### src/rtl/bus_arbiter.sv
// Round-robin central arbiter for one shared bus, with registered one-hot grant.
// Optional grant timeout/revoke enabled by defining BUS_ARB_TIMEOUT_EN.
module bus_arbiter #(
    parameter int unsigned NUM_CORES      = 4,
    parameter int unsigned OWNER_W        = 2,
    parameter int unsigned TIMEOUT_CYCLES = 256
) (
    input  logic                 clk,
    input  logic                 reset,
    input  logic [NUM_CORES-1:0] Bus_RQ,
    input  logic                 Bus_Mem_Ready,
    output logic [NUM_CORES-1:0] Bus_GRANT,
    output logic                 Bus_Busy,
    output logic [OWNER_W-1:0]   Grant_Owner,
    output logic                 Timeout_Flag
);

    if (NUM_CORES < 2 || NUM_CORES > 16 || OWNER_W != $clog2(NUM_CORES) || TIMEOUT_CYCLES < 2)
    begin : g_cfg_err
        $error("bus_arbiter: invalid parameter set");
    end

    typedef enum logic [1:0] {
        ST_IDLE    = 2'b00,
        ST_GRANTED = 2'b01,
        ST_RELEASE = 2'b10
    } state_e;

    state_e               state_q, state_d;
    logic [NUM_CORES-1:0] grant_q, grant_d;
    logic [OWNER_W-1:0]   owner_q, owner_d;
    logic [OWNER_W-1:0]   rr_ptr_q, rr_ptr_d;
    logic                 busy_q, busy_d;

    logic [NUM_CORES-1:0] eligible_c;
    logic                 found_c;
    logic [OWNER_W-1:0]   winner_c;
    logic [OWNER_W-1:0]   cand_c;
    logic [OWNER_W-1:0]   next_ptr_c;

`ifdef BUS_ARB_TIMEOUT_EN
    localparam int unsigned CNT_W = (TIMEOUT_CYCLES > 2) ? $clog2(TIMEOUT_CYCLES) : 1;
    localparam logic [CNT_W-1:0] CNT_LIMIT = CNT_W'(TIMEOUT_CYCLES - 1);

    logic [CNT_W-1:0]     cnt_q, cnt_d;
    logic [NUM_CORES-1:0] mask_q, mask_d;
    logic                 tflag_q, tflag_d;

    assign eligible_c   = Bus_RQ & ~mask_q;
    assign Timeout_Flag = tflag_q;
`else
    assign eligible_c   = Bus_RQ;
    assign Timeout_Flag = 1'b0;
`endif

    // First eligible requester searching upward from rr_ptr, wrapping.
    always_comb begin
        found_c  = 1'b0;
        winner_c = '0;
        cand_c   = '0;
        for (int i = 0; i < int'(NUM_CORES); i++) begin
            cand_c = OWNER_W'((32'(rr_ptr_q) + 32'(i)) % NUM_CORES);
            if (!found_c && eligible_c[cand_c]) begin
                found_c  = 1'b1;
                winner_c = cand_c;
            end
        end
    end

    assign next_ptr_c = (32'(owner_q) == NUM_CORES - 1) ? '0 : owner_q + OWNER_W'(1);

    // Next-state and registered-output logic.
    always_comb begin
        state_d  = state_q;
        grant_d  = grant_q;
        owner_d  = owner_q;
        rr_ptr_d = rr_ptr_q;
`ifdef BUS_ARB_TIMEOUT_EN
        cnt_d    = cnt_q;
        tflag_d  = 1'b0;
        mask_d   = mask_q & Bus_RQ;
`endif
        case (state_q)
            ST_IDLE: begin
                grant_d = '0;
                if (!Bus_Mem_Ready && found_c) begin
                    grant_d = NUM_CORES'(1) << winner_c;
                    owner_d = winner_c;
                    state_d = ST_GRANTED;
`ifdef BUS_ARB_TIMEOUT_EN
                    cnt_d   = '0;
`endif
                end
            end
            ST_GRANTED: begin
`ifdef BUS_ARB_TIMEOUT_EN
                cnt_d = cnt_q + CNT_W'(1);
`endif
                if (!Bus_RQ[owner_q]) begin
                    grant_d  = '0;
                    rr_ptr_d = next_ptr_c;
                    state_d  = Bus_Mem_Ready ? ST_RELEASE : ST_IDLE;
`ifdef BUS_ARB_TIMEOUT_EN
                    cnt_d    = '0;
`endif
                end
`ifdef BUS_ARB_TIMEOUT_EN
                else if (cnt_q == CNT_LIMIT) begin
                    grant_d         = '0;
                    tflag_d         = 1'b1;
                    rr_ptr_d        = next_ptr_c;
                    mask_d[owner_q] = 1'b1;
                    state_d         = ST_RELEASE;
                    cnt_d           = '0;
                end
`endif
            end
            ST_RELEASE: begin
                grant_d = '0;
`ifdef BUS_ARB_TIMEOUT_EN
                cnt_d = cnt_q + CNT_W'(1);
`endif
                if (!Bus_Mem_Ready) begin
                    state_d = ST_IDLE;
                end
`ifdef BUS_ARB_TIMEOUT_EN
                else if (cnt_q == CNT_LIMIT) begin
                    tflag_d = 1'b1;
                    state_d = ST_IDLE;
                end
`endif
            end
            default: begin
                grant_d = '0;
                state_d = ST_IDLE;
            end
        endcase
        busy_d = (state_d != ST_IDLE);
    end

    always_ff @(posedge clk or negedge reset) begin
        if (!reset) begin
            state_q  <= ST_IDLE;
            grant_q  <= '0;
            owner_q  <= '0;
            rr_ptr_q <= '0;
            busy_q   <= 1'b0;
        end else begin
            state_q  <= state_d;
            grant_q  <= grant_d;
            owner_q  <= owner_d;
            rr_ptr_q <= rr_ptr_d;
            busy_q   <= busy_d;
        end
    end

`ifdef BUS_ARB_TIMEOUT_EN
    always_ff @(posedge clk or negedge reset) begin
        if (!reset) begin
            cnt_q   <= '0;
            mask_q  <= '0;
            tflag_q <= 1'b0;
        end else begin
            cnt_q   <= cnt_d;
            mask_q  <= mask_d;
            tflag_q <= tflag_d;
        end
    end
`endif

    assign Bus_GRANT   = grant_q;
    assign Bus_Busy    = busy_q;
    assign Grant_Owner = owner_q;

endmodule

### config.mk
export PLATFORM = sky130hd
export DESIGN_NAME = bus_arbiter
export DESIGN_NICKNAME = d
export VERILOG_FILES = /design/src/rtl/bus_arbiter.sv
export SDC_FILE = /design/constraint.sdc
export NUM_CORES = 1
export LEC_CHECK = 0
export CAP_MARGIN = 20
export CORE_MARGIN = 3
export CORE_UTILIZATION = 45
export DETAILED_ROUTE_END_ITERATION = 12
export PLACE_DENSITY_LB_ADDON = 0.1
export SLEW_MARGIN = 10
export SYNTH_ARGS = -nofsm -noshare
export SYNTH_HDL_FRONTEND = slang
export SYNTH_SLANG_ARGS = --single-unit
### constraint.sdc
create_clock -name clk -period 1.9 [get_ports clk]
set_input_delay 0.285 -clock clk [delete_from_list [all_inputs] [get_ports clk]]
set_output_delay 0.285 -clock clk [all_outputs]
set_load 0.01 [all_outputs]
==> results of run 1 <==
## final cells by class
class	count	area, um2
Fill cell	106	381.6
Multi-Input combinational cell	37	291.5
Timing Repair Buffer	19	175.2
Clock buffer	4	26.28
Inverter	1	3.754
Sequential cell	11	275.3
Tap cell	14	17.52
## report_power, final
part / internal [mW] / total [mW] / switching [mW]
Combinational: 0.291 / 0.506 / 0.215
Clock: 0.0811 / 0.155 / 0.0737
Sequential: 0.329 / 0.430 / 0.101
## metrics by stage
| stage | setup WS [ns] | total power [mW] |
|---|---|---|
| floorplan | 0.2250 | 0.7401 |
| global placement | -0.02139 | 0.9403 |
| detailed placement | -0.03313 | 0.9447 |
| CTS | 0.2244 | 1.104 |
| global route | 0.1633 | 1.188 |
| finish | 0.2372 | 1.091 |
## critical path: cells and delay by family, from the launching register on
| family | cells | cell delay [ns] |
|---|---|---|
| flip-flops | 1 | 0.43 |
| AND/OR/NAND/NOR | 1 | 0.21 |
| multiplexers | 2 | 0.91 |
## path summary, 6_finish.rpt
path,endpoint,cells after the start,start
hold / removal,Bus_GRANT[2],1,reset
hold reg to reg,Bus_GRANT[0],2,Bus_GRANT[0]
max in group asynchronous,rr_ptr_q[1],1,reset
setup reg to reg,rr_ptr_q[0],3,Grant_Owner[0]
setup / recovery,rr_ptr_q[0],3,Grant_Owner[0]
min in group clk,Bus_GRANT[0],2,Bus_GRANT[0]
## metal layers
| metal | share of wire | global-route usage | wire [um] | up-vias |
|---|---|---|---|---|
| met5 | 0 | 0 | 0 | - |
| met4 | 0 | 0.01863 | 0 | 0 |
| met3 | 0.057 | 0.06438 | 67 | 0 |
| met2 | 0.45 | 0.2280 | 528 | 14 |
| met1 | 0.49 | 0.2129 | 577 | 219 |
| li1 | - | - | - | 235 |
## cell families after synthesis
kind of cell	share of synthesized area
and+or+nand+nor	0.1762
AOI/OAI and AO/OA	0.1805
DFF	0.4671
muxes	0.09553
buffers and inverters	0.03821
adders and majority gates	0.02123
other	0.006363
xor gates and xnor gates	0.01486
## placed cells by master, fill, tap and decap left out, types with 2 or more instances in the layout
master / Yosys / layout
mux2_2: 2 / 2
o31ai_1: 2 / 2
a32o_1: 2 / 2
buf_4: 1 / 6
dfrtp_1: 11 / 11
o21ai_0: 2 / 2
nand2_1: 5 / 5
clkbuf_4: 0 / 3
nor2_1: 3 / 3
clkdlybuf4s50_1: 0 / 13
## cells in the mapped netlist
| master | count |
|---|---|
| buf_6 | 1 |
| ha_1 | 1 |
| xor2_1 | 1 |
| nor3b_2 | 1 |
| and3b_1 | 1 |
| nand3_1 | 1 |
| nor4_2 | 1 |
| a221oi_1 | 1 |
| nor2b_1 | 1 |
| nor4_1 | 1 |
| o21a_1 | 1 |
| mux4_2 | 1 |
| nand2b_1 | 1 |
| mux2_1 | 1 |
| buf_4 | 1 |
| a32o_1 | 2 |
| dfrtp_1 | 11 |
| o31ai_1 | 2 |
| nand2_1 | 5 |
| o21ai_0 | 2 |
| nor2_1 | 3 |
| mux2_2 | 2 |
| a211o_1 | 1 |
| o221a_2 | 1 |
| or4_1 | 1 |
| a21boi_0 | 1 |
| and2b_2 | 1 |
| inv_1 | 1 |
| conb_1 | 1 |
| o211a_1 | 1 |
| o211ai_1 | 1 |
## state kept, by name, summed over array words and instances, names as in the netlist
register and flops:
Bus_Busy 1, Bus_GRANT 4, Grant_Owner 2, rr_ptr_q 2, state_q 2
==> metrics.txt, run 1 <==
outcome=finished, final reports clean; TritonCTS clock tree=yes; RSZ-0062 raised after global routing=no; Reg clk slew, reported paths=0.07 ns; Total Wirelength=1173 um; post-synth top area share=0.4671; Syn Inst Count=51; via count=468; initial antenna violation count=0; dpl cells=82; layout cells sized above 1=0.2222; Crit path required time=2.04 ns; DRT antenna net count=0; Iteration-0 DRC Markers=6; Pins Over Slew Limit=0; post-route clock period utilization=0.8752; Final HPWL DP=943.4 um; area grow syn2layout=33.97%; Via density=5.442; vias in the first global route=452; Final Hold Fails=0; drt pass-1 iters=4; post-route insts no fill=86; global-route wire length before repair=2090 um; Clock Tree Buf Depth=2; Min Hold Slack=0.3400 ns; Core Rows=12; synth unique cells=31; CTS buffer count=3; Avg Inst Size Synth=11.56 um2; Die Ht=42.19 um; nets=81; clock sink total=11; R2R Setup Slk=0.24 ns; die width=42.19 um; H-tree depth=1; post-CTS sizing=0; min cycle time layout=1.663 ns; placed cell areas=763.2 um2; Clock Skew=0.006914 ns; sequential share of the synthesized area=0.4671; WS Path Type=reg -> reg; core area=0.001171 mm2; Pwr Density=1382 mW/mm2; Worst setup EP type=flip-flop; crit-path max cell delay=0.57 ns; TNS Setup=0 ns; Hold Buf Count CTS=0; CP startpoint kind=flip-flop; Hold Crit Class=in -> async; All-Layer GR Usage=0.1530; Slew HR=0.6698; DRC Markers=0; Die ar.=0.001780 mm2; final std cell area, no fill=789.5 um2; Post-Syn Area=589.3 um2; Clock Latency Late Sink=0.26 ns; Synth warnings=0; peak supply drop=0.0007086 V; wire per inst=13.64 um; GPL Wtd Cong=0.7788; Root Buffer=clkbuf_4; Max-Cap Viols=0; leak pwr=0.3484 nW; Initial Utilization=0.5032; post-layout util=0.6741; setup violators final=0; worst-path maximum fanout=5; PortBufs=13; Fmax=0.6014 GHz; crit-path cells=mux4_2, nor3b_2, mux2_1; largest net degree at the start of global routing=12; Slew @ Worst Pin=0.4913 ns; total congestion overflow=0; IO Pins=15; top area cells in the synthesized netlist=dfrtp_1 47%, mux2_2 3.8%, mux4_2 3.8%; worst path arrival time=1.80 ns; setup bufs post-CTS=0; Seq cells post-synth=11; post-synthesis net count=59; ant diodes=0; cell taking the most area after synthesis=dfrtp_1; Slowest-stage cell, CP=mux4_2
Note: power is estimated with default switching activity, not from simulation.
==> run 2, diff against run 1 <==
==> constraint.sdc (replaced) <==
create_clock -name clk -period 1.91 [get_ports clk]
set_input_delay 0.2865 -clock clk [delete_from_list [all_inputs] [get_ports clk]]
set_output_delay 0.2865 -clock clk [all_outputs]
set_load 0.01 [all_outputs]
==> results of run 2 <==
Same layout as run 1 (identical final DEF). Status: finished, final reports clean.
Among the figures that moved: setup slack after placement -0.03313 ns -> -0.02463 ns; setup slack after layout 0.2372 ns -> 0.2472 ns; hold slack 0.3400 ns -> 0.3415 ns; register-to-register setup slack 0.24 ns -> 0.25 ns; total power 1.091 mW -> 1.086 mW; worst IR drop on VDD 0.0007086 V -> 0.0007049 V
